**src/rtl/screen_pkg.sv**
```systemverilog
// Shared types and default geometry for the rectangle-fill engine.
// Latency: n/a (declarations only).
// Backpressure: n/a.
package screen_pkg;

  localparam int DEF_SCREEN_W = 160;
  localparam int DEF_SCREEN_H = 120;
  localparam int DEF_X_W      = 8;
  localparam int DEF_Y_W      = 7;
  localparam int DEF_COLOR_W  = 3;

  typedef enum logic [1:0] {
    SOLID      = 2'd0,
    ROW_STRIPE = 2'd1,
    COL_STRIPE = 2'd2,
    CLEAR      = 2'd3
  } fill_mode_t;

  typedef enum logic [1:0] {
    IDLE = 2'd0,
    FILL = 2'd1,
    DONE = 2'd2
  } fill_state_t;

endpackage

```
**src/rtl/span_counter.sv**
```systemverilog
// Loadable span counter: counts start..end, wraps back to start after end.
// Latency: one cycle from load/enable to new count.
// Backpressure: holds its count whenever i_en is low.
module span_counter #(
  parameter int N = 8
) (
  input  logic         clk,
  input  logic         reset_n,
  input  logic         i_load,
  input  logic [N-1:0] i_start,
  input  logic [N-1:0] i_end,
  input  logic         i_en,
  output logic [N-1:0] o_cnt,
  output logic         o_term
);

  localparam logic [N-1:0] ONE = 1;

  logic [N-1:0] r_cnt;
  logic [N-1:0] r_start;
  logic [N-1:0] r_end;

  // Load captures the span bounds; enable steps, wrapping to the start at the end value.
  always_ff @(posedge clk or negedge reset_n) begin
    if (!reset_n) begin
      r_cnt   <= '0;
      r_start <= '0;
      r_end   <= '0;
    end else if (i_load) begin
      r_cnt   <= i_start;
      r_start <= i_start;
      r_end   <= i_end;
    end else if (i_en) begin
      r_cnt <= (r_cnt == r_end) ? r_start : r_cnt + ONE;
    end
  end

  assign o_cnt  = r_cnt;
  assign o_term = (r_cnt == r_end);

endmodule

```
**src/rtl/screen_fill_engine.sv**
```systemverilog
// Rectangle fill: raster-scans a screen-clipped rectangle, one pixel per accepted cycle.
// Latency: first pixel the cycle after start; done one cycle after the last accepted pixel.
// Backpressure: ready low freezes x/y/color with plot held high.
module screen_fill_engine #(
  parameter int SCREEN_W = 160,
  parameter int SCREEN_H = 120,
  parameter int X_W      = 8,
  parameter int Y_W      = 7,
  parameter int COLOR_W  = 3
) (
  input  logic               clk,
  input  logic               reset_n,
  input  logic               start,
  input  logic [X_W-1:0]     x0,
  input  logic [Y_W-1:0]     y0,
  input  logic [X_W-1:0]     w,
  input  logic [Y_W-1:0]     h,
  input  logic [1:0]         mode,
  input  logic [COLOR_W-1:0] color_in,
  input  logic               ready,
  output logic [X_W-1:0]     x,
  output logic [Y_W-1:0]     y,
  output logic [COLOR_W-1:0] color,
  output logic               plot,
  output logic               busy,
  output logic               done
);

  import screen_pkg::*;

  // Bounds held one bit wider than the coordinates so origin+size never wraps.
  localparam logic [X_W:0] X_ONE  = 1;
  localparam logic [Y_W:0] Y_ONE  = 1;
  localparam logic [X_W:0] X_LIM  = (X_W+1)'(SCREEN_W);
  localparam logic [Y_W:0] Y_LIM  = (Y_W+1)'(SCREEN_H);
  localparam logic [X_W:0] X_LAST = (X_W+1)'(SCREEN_W - 1);
  localparam logic [Y_W:0] Y_LAST = (Y_W+1)'(SCREEN_H - 1);

  fill_state_t          r_state;
  fill_state_t          w_state_nxt;
  fill_mode_t           r_mode;
  logic [COLOR_W-1:0]   r_color;

  logic [X_W:0]         w_x_sum;
  logic [Y_W:0]         w_y_sum;
  logic [X_W-1:0]       w_x_end;
  logic [Y_W-1:0]       w_y_end;
  logic                 w_empty;
  logic                 w_accept_start;
  logic                 w_load;
  logic                 w_x_en;
  logic                 w_y_en;
  logic                 w_x_term;
  logic                 w_y_term;
  logic                 w_last;
  logic [X_W-1:0]       w_x_cnt;
  logic [Y_W-1:0]       w_y_cnt;
  logic [COLOR_W-1:0]   w_color;

  // Clip arithmetic; only meaningful when the rectangle is non-empty (w,h >= 1).
  assign w_x_sum = {1'b0, x0} + {1'b0, w} - X_ONE;
  assign w_y_sum = {1'b0, y0} + {1'b0, h} - Y_ONE;
  assign w_x_end = (w_x_sum > X_LAST) ? X_LAST[X_W-1:0] : w_x_sum[X_W-1:0];
  assign w_y_end = (w_y_sum > Y_LAST) ? Y_LAST[Y_W-1:0] : w_y_sum[Y_W-1:0];
  assign w_empty = (w == '0) || (h == '0) || ({1'b0, x0} >= X_LIM) || ({1'b0, y0} >= Y_LIM);

  assign w_accept_start = (r_state == IDLE) && start;
  assign w_load         = w_accept_start && !w_empty;
  assign w_x_en         = (r_state == FILL) && ready;
  assign w_y_en         = w_x_en && w_x_term;
  assign w_last         = w_y_en && w_y_term;

  span_counter #(.N(X_W)) u_x_cnt (
    .clk     (clk),
    .reset_n (reset_n),
    .i_load  (w_load),
    .i_start (x0),
    .i_end   (w_x_end),
    .i_en    (w_x_en),
    .o_cnt   (w_x_cnt),
    .o_term  (w_x_term)
  );

  span_counter #(.N(Y_W)) u_y_cnt (
    .clk     (clk),
    .reset_n (reset_n),
    .i_load  (w_load),
    .i_start (y0),
    .i_end   (w_y_end),
    .i_en    (w_y_en),
    .o_cnt   (w_y_cnt),
    .o_term  (w_y_term)
  );

  // State register plus the per-fill mode/colour captured when a start is taken.
  always_ff @(posedge clk or negedge reset_n) begin
    if (!reset_n) begin
      r_state <= IDLE;
      r_mode  <= SOLID;
      r_color <= '0;
    end else begin
      r_state <= w_state_nxt;
      if (w_accept_start) begin
        r_mode  <= fill_mode_t'(mode);
        r_color <= color_in;
      end
    end
  end

  // Next state: empty rectangles skip straight to the completion pulse.
  always_comb begin
    w_state_nxt = r_state;
    case (r_state)
      IDLE:    if (start) w_state_nxt = w_empty ? DONE : FILL;
      FILL:    if (w_last) w_state_nxt = DONE;
      DONE:    w_state_nxt = IDLE;
      default: w_state_nxt = IDLE;
    endcase
  end

  // Pixel colour decoded from the latched mode and the current coordinates.
  always_comb begin
    w_color = '0;
    case (r_mode)
      SOLID:      w_color = r_color;
      ROW_STRIPE: w_color = w_y_cnt[COLOR_W-1:0];
      COL_STRIPE: w_color = w_x_cnt[COLOR_W-1:0];
      default:    w_color = '0;
    endcase
  end

  assign x     = w_x_cnt;
  assign y     = w_y_cnt;
  assign color = w_color;
  assign plot  = (r_state == FILL);
  assign busy  = (r_state != IDLE);
  assign done  = (r_state == DONE);

endmodule

```
**config.mk**
```make
export PLATFORM = sky130hd
export DESIGN_NAME = screen_fill_engine
export DESIGN_NICKNAME = d
export VERILOG_FILES = /design/src/rtl/screen_pkg.sv /design/src/rtl/span_counter.sv /design/src/rtl/screen_fill_engine.sv
export SDC_FILE = /design/constraint.sdc
export NUM_CORES = 1
export LEC_CHECK = 0
export ABC_AREA = 1
export CAP_MARGIN = 10
export CORE_MARGIN = 10
export CORE_UTILIZATION = 51
export CTS_BUF_LIST = sky130_fd_sc_hd__clkbuf_8
export CTS_CLUSTER_SIZE = 28
export DETAILED_ROUTE_END_ITERATION = 8
export PLACE_DENSITY = 0.79
export SLEW_MARGIN = 20
export SYNTH_ARGS = -nofsm -noshare
export SYNTH_HDL_FRONTEND = slang
export SYNTH_SLANG_ARGS = --single-unit
export TNS_END_PERCENT = 10
```
**constraint.sdc**
```tcl
create_clock -name clk -period 1.55 [get_ports clk]
set_input_delay 0.31 -clock clk [delete_from_list [all_inputs] [get_ports clk]]
set_output_delay 0.31 -clock clk [all_outputs]
set_load 0.1 [all_outputs]
```
==> results of run 1 <==
==> synth_stat cells, drive strengths merged <==
cell	instances	area share [%]
and2	1	0.16
buf	8	1.8
nor2	36	4.3
fa	2	1.0
clkbuf	1	0.12
xnor2	14	3.2
inv	116	11
nand3	54	7.5
o211ai	6	1.2
o311ai	2	0.44
ha	30	9.4
nor3	2	0.25
xor2	9	2.0
a21oi	7	0.87
nand2	174	17
or2	7	1.1
nand4	6	1.3
a21boi	1	0.28
dfrtp	52	32
o21ai	21	2.6
nand3b	7	1.3
o21a	3	0.56
clkinv	1	0.12
==> power by group <==
part,internal (mW),switching (mW)
clock network,0.357,0.459
registers,2.05,0.580
logic,3.14,4.78
total,5.54,5.82
==> worst max-delay path, stage by stage <==
cell	delay, ns
buf_8	0.10
inv_4	0.04
ha_4	0.19
inv_2	0.06
ha_4	0.14
inv_2	0.04
fa_2	0.34
nand3b_1	0.19
nand2_2	0.11
nand2_2	0.06
nand2_1	0.05
nand2_1	0.06
nand2_2	0.08
inv_2	0.05
nand2_4	0.09
nand3_2	0.07
nand2_1	0.08
inv_1	0.04
==> through the flow <==
step	utilization, %	worst slack (ns)	area [µm²]	hold WS, ns
6_report	80.9	-0.345	6220	0.360
2_1_floorplan	-	-0.436	4220	0.0144
5_1_grt	80.9	-0.429	6220	0.361
4_1_cts	79.6	-0.296	6120	0.341
3_5_place_dp	73.5	-1.15	5650	0.266
3_3_place_gp	73.5	-1.04	5650	0.265
==> flip-flops by register name (all words and copies together) (netlist names) <==
name and cells:
u_x_cnt.o_cnt 8, r_mode 2, u_y_cnt.r_start 7, u_y_cnt.r_end 7, r_state 2, u_x_cnt.r_start 8
u_x_cnt.r_end 8, u_y_cnt.o_cnt 7, r_color 3
==> per-layer routing <==
metal	up-vias	global-route usage, %
met5	-	0
met4	0	8.10
met3	31	3.48
met2	167	38.0
met1	2077	26.0
li1	2020	-
==> layout make-up <==
class | count | area (µm²) | area share, %
Timing Repair Buffer | 145 | 1480 | 23.7
Clock buffer | 6 | 82.6 | 1.33
Tap cell | 102 | 128 | 2.05
Clock inverter | 2 | 10.0 | 0.161
Inverter | 117 | 478 | 7.69
Multi-Input combinational cell | 382 | 2710 | 43.6
Sequential cell | 52 | 1340 | 21.5
==> repair_timing <==
item / 4_1_cts / 5_1_grt
gates resized for setup: 148 / 31
setup buffers: 9 / 3
pin swaps: 68 / 28
endpoints found under the setup margin: 51 / 51
hold buffers: 1 / 0
endpoints found under the hold margin: 15 / 0
==> worst max path at each step <==
stage               start  slack (ns)  cells past startpoint          endpoint
finish               w[1]       -0.35                     18  u_x_cnt.r_end[4]
global route        x0[2]       -0.43                     15  u_x_cnt.r_end[4]
global placement    y0[1]       -1.04                     16  u_y_cnt.r_end[2]
detailed placement  y0[1]       -1.15                     15  u_y_cnt.r_end[2]
floorplan           y0[1]       -0.44                     15  u_y_cnt.r_end[2]
CTS                  w[1]       -0.30                     18  u_x_cnt.r_end[0]
==> logic make-up (layout without fill, tap and decap cells) <==
kind of cell | Yosys count | count (layout) | synth area share [%]
compound gates | 40 | 40 | 6.02
xor+xnor | 23 | 23 | 5.21
fa+ha+maj | 32 | 32 | 10.3
simple gates | 287 | 287 | 32.9
flops | 52 | 52 | 32.4
buf+inv | 126 | 270 | 13.1
==> results.md, run 1 <==
* Result of the run: complete, but fails checks
* Failing checks: negative setup slack
* Half-perimeter wire length after placement at 9.21 mm
* Area growth from synthesis to final layout at 54.9%
* Share of post-route cells with drive strength above 1 at 41.5%
* Top metal layer carrying routed signals: met4
* Total I/O pin count at 60
* Pin count of the biggest net entering global routing at 19
* Remaining antenna violation count after routing at 0
* Routed metal-1 wire length at 5.36 mm
* Worst slew pin tran at 0.424 ns
* First-pass GRT wire length at 21.0 mm
* Setup skew after layout at 0.00717 ns
* Per-cell via count in the routed design at 5.33
* Clock Sinks at 52
* Gate count of the mapped netlist at 560
* Maximum fanout along the worst path at 6
* Arrival time of data at the critical path endpoint at 2.11 ns
* Most common cell after layout, fill and taps aside: nand2_1
* Hold Path Sink: u_x_cnt.r_start[1]
* Number of warning messages in the yosys log at 0
* Total routed wirelength at 12.9 mm
* Clock period minus worst slack at 1.90 ns
* Setup repair after global routing missed its margin: true
* Antenna fix cells at 0
* Area of the core at 7690 µm²
* Floorplan die height at 109 µm
* Clk Latency, worst-skew pair at 0.31 ns
* Detailed Route Iter0 Violations at 240
* Leakage Power at 3.16 nW
* Total setup violations reported at the end of the flow at 36
* Effective utilization at floorplan at 52.2%
* Reg-to-reg setup timing slack at -0.11 ns
* Flip-flop and latch count after synthesis at 52
* Final-report max-slew violation count at 0
* Placement Rows at 32
* PnR worst setup slack at -0.345 ns
* Die width at 109 µm
* FF-to-FF path depth at 10
* Syn avg cell area at 7.17 µm²
* Wirelength per Cell at 16.1 µm
* Worst relative slew slack at 71.7%
* Number of inserted filler cells in the final layout at 466
* Peak Freq at 528 MHz
* Placer congestion estimate at 0.904
* Hold-critical path depth at 4
* Met2 Wirelength at 6.57 mm
* Final cell count without fillers at 806
* WL met3 at 689 µm
* Total GRT Usage at 21.6%
* Class of the worst hold path: in -> reg
* Total die area at 11800 µm²
* IO Port Bufs at 59
* Area of the mapped netlist at 4010 µm²
* Element type at the critical path end: flip-flop
* Critical setup path kind: in -> reg
* Number of global-route vias before repair at 4526
* TritonCTS clock tree: done
* Critical Path Source Type: input pin
* Distinct cell type count after synthesis at 38
* Number of iterations in the first detailed-routing pass at 5
* Pwr dens at 1830 nW/µm²
* Final sum of negative setup slack at -6.14 ns
* Share of synthesized area occupied by flip-flops and latches at 32.4%
* Vias after detailed routing at 4295
* Clock edge transition at the registers on the reported setup and hold paths at 0.09 ns
* Remaining Overflow, GRT at 0
* Fin nets at 774
* CTS H-Tree Depth at 2
* Maxcap violations at 0
* Mapped Nets at 631
* Number of buffers on the longest clock path at 2
* Peak supply drop at 0.917 mV
* Destination of the worst register-to-register timing path: u_y_cnt.o_cnt[0]
* Ratio of final minimum period to clock period at 122%
* Clock Root Buffer: clkbuf_8
* Worst min-delay path startpoint: x0[1]
* Top library cells by usage in the layout, fill and taps aside: nand2_1, inv_1, buf_4
* Antenna violations before repair at 0
* Dpl cells at 785
* Critical R2R Launch: u_x_cnt.o_cnt[2]
* # DRC at 0
* Count of endpoints failing hold in the final timing report at 0
* CP required at 1.76 ns
* Total power of the final layout at 11.4 mW
* Number of CTS-inserted buffers at 5
(Power assumes the default switching activity.)
==> run 2, diff against run 1 <==
--- a/config.mk
+++ b/config.mk
@@ -8,11 +8,10 @@
 export ABC_AREA = 1
 export CAP_MARGIN = 10
 export CORE_MARGIN = 10
-export CORE_UTILIZATION = 51
+export CORE_UTILIZATION = 40
 export CTS_BUF_LIST = sky130_fd_sc_hd__clkbuf_8
 export CTS_CLUSTER_SIZE = 28
 export DETAILED_ROUTE_END_ITERATION = 8
-export PLACE_DENSITY = 0.79
 export SLEW_MARGIN = 20
 export SYNTH_ARGS = -nofsm -noshare
 export SYNTH_HDL_FRONTEND = slang
==> results.md, run 2 (same netlist as run 1, synthesis figures left out) <==
* Clock Root Buffer: clkbuf_8
* First-pass GRT wire length at 18.9 mm (-9.8%)
* Critical setup path kind: in -> reg
* Ratio of final minimum period to clock period at 120% (-2.5 points)
* Detailed Route Iter0 Violations at 143 (-40%)
* PnR worst setup slack at -0.306 ns (+0.0390 ns)
* Per-cell via count in the routed design at 4.64 (-13%)
* Die width at 120 µm (+11%)
* Destination of the worst register-to-register timing path: u_y_cnt.o_cnt[1]
* # DRC at 0 (unchanged)
* Total die area at 14400 µm² (+22%)
* Leakage Power at 3.23 nW (+2.3%)
* Most common cell after layout, fill and taps aside: nand2_1
* Class of the worst hold path: in -> reg
* Placement Rows at 36 (+13%)
* Final-report max-slew violation count at 0 (unchanged)
* Pin count of the biggest net entering global routing at 53 (+34)
* Met3 track utilization from global routing at 1.95% (-1.5 points)
* Wirelength per Cell at 13.3 µm (-17%)
* Peak supply drop at 1.56 mV (+70%)
* Fin nets at 782 (+1.0%)
* Vias after detailed routing at 3923 (-8.7%)
* Clock edge transition at the registers on the reported setup and hold paths at 0.09 ns (about the same)
* Setup skew after layout at 0.0105 ns (+0.00331 ns)
* Clock Sinks at 52 (unchanged)
* Peak-usage layer in the global routing report: met2
* Worst slew pin tran at 0.281 ns (-0.143 ns)
* Remaining antenna violation count after routing at 0 (unchanged)
* Maximum fanout along the worst path at 6 (unchanged)
* Remaining Overflow, GRT at 0 (unchanged)
* Critical R2R Launch: u_y_cnt.o_cnt[0]
* Number of inserted filler cells in the final layout at 857 (+84%)
* Area growth from synthesis to final layout at 57.5%
* Final cell count without fillers at 845 (+4.8%)
* Arrival time of data at the critical path endpoint at 2.06 ns (-0.05 ns)
* Hold Path Sink: u_y_cnt.r_start[1]
* Floorplan die height at 120 µm (+11%)
* CP required at 1.76 ns (about the same)
* Number of global-route vias before repair at 4061 (-10%)
* Antenna fix cells at 0 (unchanged)
* Total GRT Usage at 15.4% (-6.2 points)
* Hold Slack at 0.269 ns (-0.0906 ns)
* Half-perimeter wire length after placement at 8.69 mm (-5.7%)
* Peak Freq at 539 MHz (+2.1%)
* Number of buffers on the longest clock path at 2 (unchanged)
* FF-to-FF path depth at 10 (unchanged)
* Worst min-delay path startpoint: y0[1]
* Pwr dens at 1790 nW/µm² (-1.8%)
* Worst relative slew slack at 81.3% (+9.5 points)
* Clock period minus worst slack at 1.86 ns (-0.0390 ns)
* Total power of the final layout at 11.3 mW (-0.14%)
* Total setup violations reported at the end of the flow at 31 (-14%)
* Total routed wirelength at 11.3 mm (-13%)
* Met2 capacity usage during global routing at 26.1% (-12 points)
* TritonCTS clock tree: done
* Maxcap violations at 0 (unchanged)
* Reg-to-reg setup timing slack at -0.04 ns (+0.07 ns)
* Total I/O pin count at 60 (unchanged)
* Hold-critical path depth at 3 (-1)
* Effective utilization at floorplan at 41.1% (-11 points)
* Top library cells by usage in the layout, fill and taps aside: nand2_1, buf_4, inv_1
* Number of CTS-inserted buffers at 5 (unchanged)
* Antenna violations before repair at 0 (unchanged)
* Met1 Track Usage GR at 20.2% (-5.8 points)
* Result of the run: complete, but fails checks
* IO Port Bufs at 59 (unchanged)
* Count of endpoints failing hold in the final timing report at 0 (unchanged)
* Setup repair after global routing missed its margin: true
* Clk Latency, worst-skew pair at 0.31 ns (about the same)
* Setup Slack @ Placement at -1.13 ns (+0.0147 ns)
* CTS H-Tree Depth at 2 (unchanged)
* Share of post-route cells with drive strength above 1 at 43.0% (+1.5 points)
* Failing checks: negative setup slack
* Dpl cells at 821 (+4.6%)
* Placer congestion estimate at 0.817 (-9.7%)
* Area of the core at 9770 µm² (+27%)
* Number of iterations in the first detailed-routing pass at 4 (-1)
* Element type at the critical path end: flip-flop
* Critical Path Source Type: input pin
-- run 2: routing by layer --
layer  vias to the layer above  routed length (µm)
met1                      1796                5390
met3                        15                 368
met2                        77                5310
met5                         -                   0
li1                       2035                   -
met4                         0                 201
-- run 2: timing repair --
item                                    in CTS  in global routing
endpoints found under the setup margin      50                 50
gates resized for setup                    141                 60
hold buffers                                 1                  0
endpoints found under the hold margin       16                  0
buffers inserted                            13                  2
pin swaps                                   66                 21
-- run 2: power by group --
part / total (mW) / leakage, nW / switching, mW / internal (mW)
Sequential: 2.58 / 0.598 / 0.530 / 2.05
Clock: 0.915 / 0.0593 / 0.442 / 0.473
Combinational: 7.85 / 2.57 / 4.66 / 3.19
Total: 11.3 / 3.23 / 5.63 / 5.71
-- run 2: area by class of cell --
type | count | area [µm²] | area share [%]
clock buffers | 5 | 68.8 | 1.09
clock inverters | 3 | 38.8 | 0.613
inverters | 117 | 478 | 7.56
multi-input cells | 382 | 2690 | 42.5
flip-flops and latches | 52 | 1340 | 21.1
well taps | 133 | 166 | 2.63
repair buffers | 153 | 1550 | 24.4
-- run 2: worst max-delay path by stage --
stage	start	cells after the start	slack, ns	to
floorplan	y0[1]	15	-0.44	u_y_cnt.r_end[2]
global placement	y0[1]	16	-1.06	u_y_cnt.r_end[2]
detailed placement	y0[1]	16	-1.13	u_y_cnt.r_end[2]
CTS	x0[1]	18	-0.29	u_x_cnt.r_end[4]
global route	y0[1]	16	-0.43	u_y_cnt.r_end[2]
finish	x0[1]	18	-0.31	u_x_cnt.r_end[4]
-- run 2: metrics by stage --
| step | instance area [µm²] | utilization, % | TNS [ns] |
|---|---|---|---|
| floorplan | 4220 | - | -9.09 |
| global placement | 5700 | 58.4 | -30.86 |
| detailed placement | 5700 | 58.4 | -32.35 |
| global route | 6320 | 64.7 | -10.26 |
| CTS | 6170 | 63.1 | -4.92 |
| finish | 6320 | 64.7 | -5.23 |
-- run 2: critical path, stage by stage --
cell and delay [ns]:
buf_8 0.10, inv_4 0.05, ha_4 0.20, inv_4 0.05
ha_4 0.13, inv_2 0.04, fa_2 0.33, nand3b_1 0.17
nand2_2 0.10, nand2_2 0.06, nand2_1 0.05, nand2_1 0.06
nand2_2 0.08, inv_2 0.05, nand2_4 0.10, nand3_2 0.08
nand2_1 0.06, inv_1 0.04
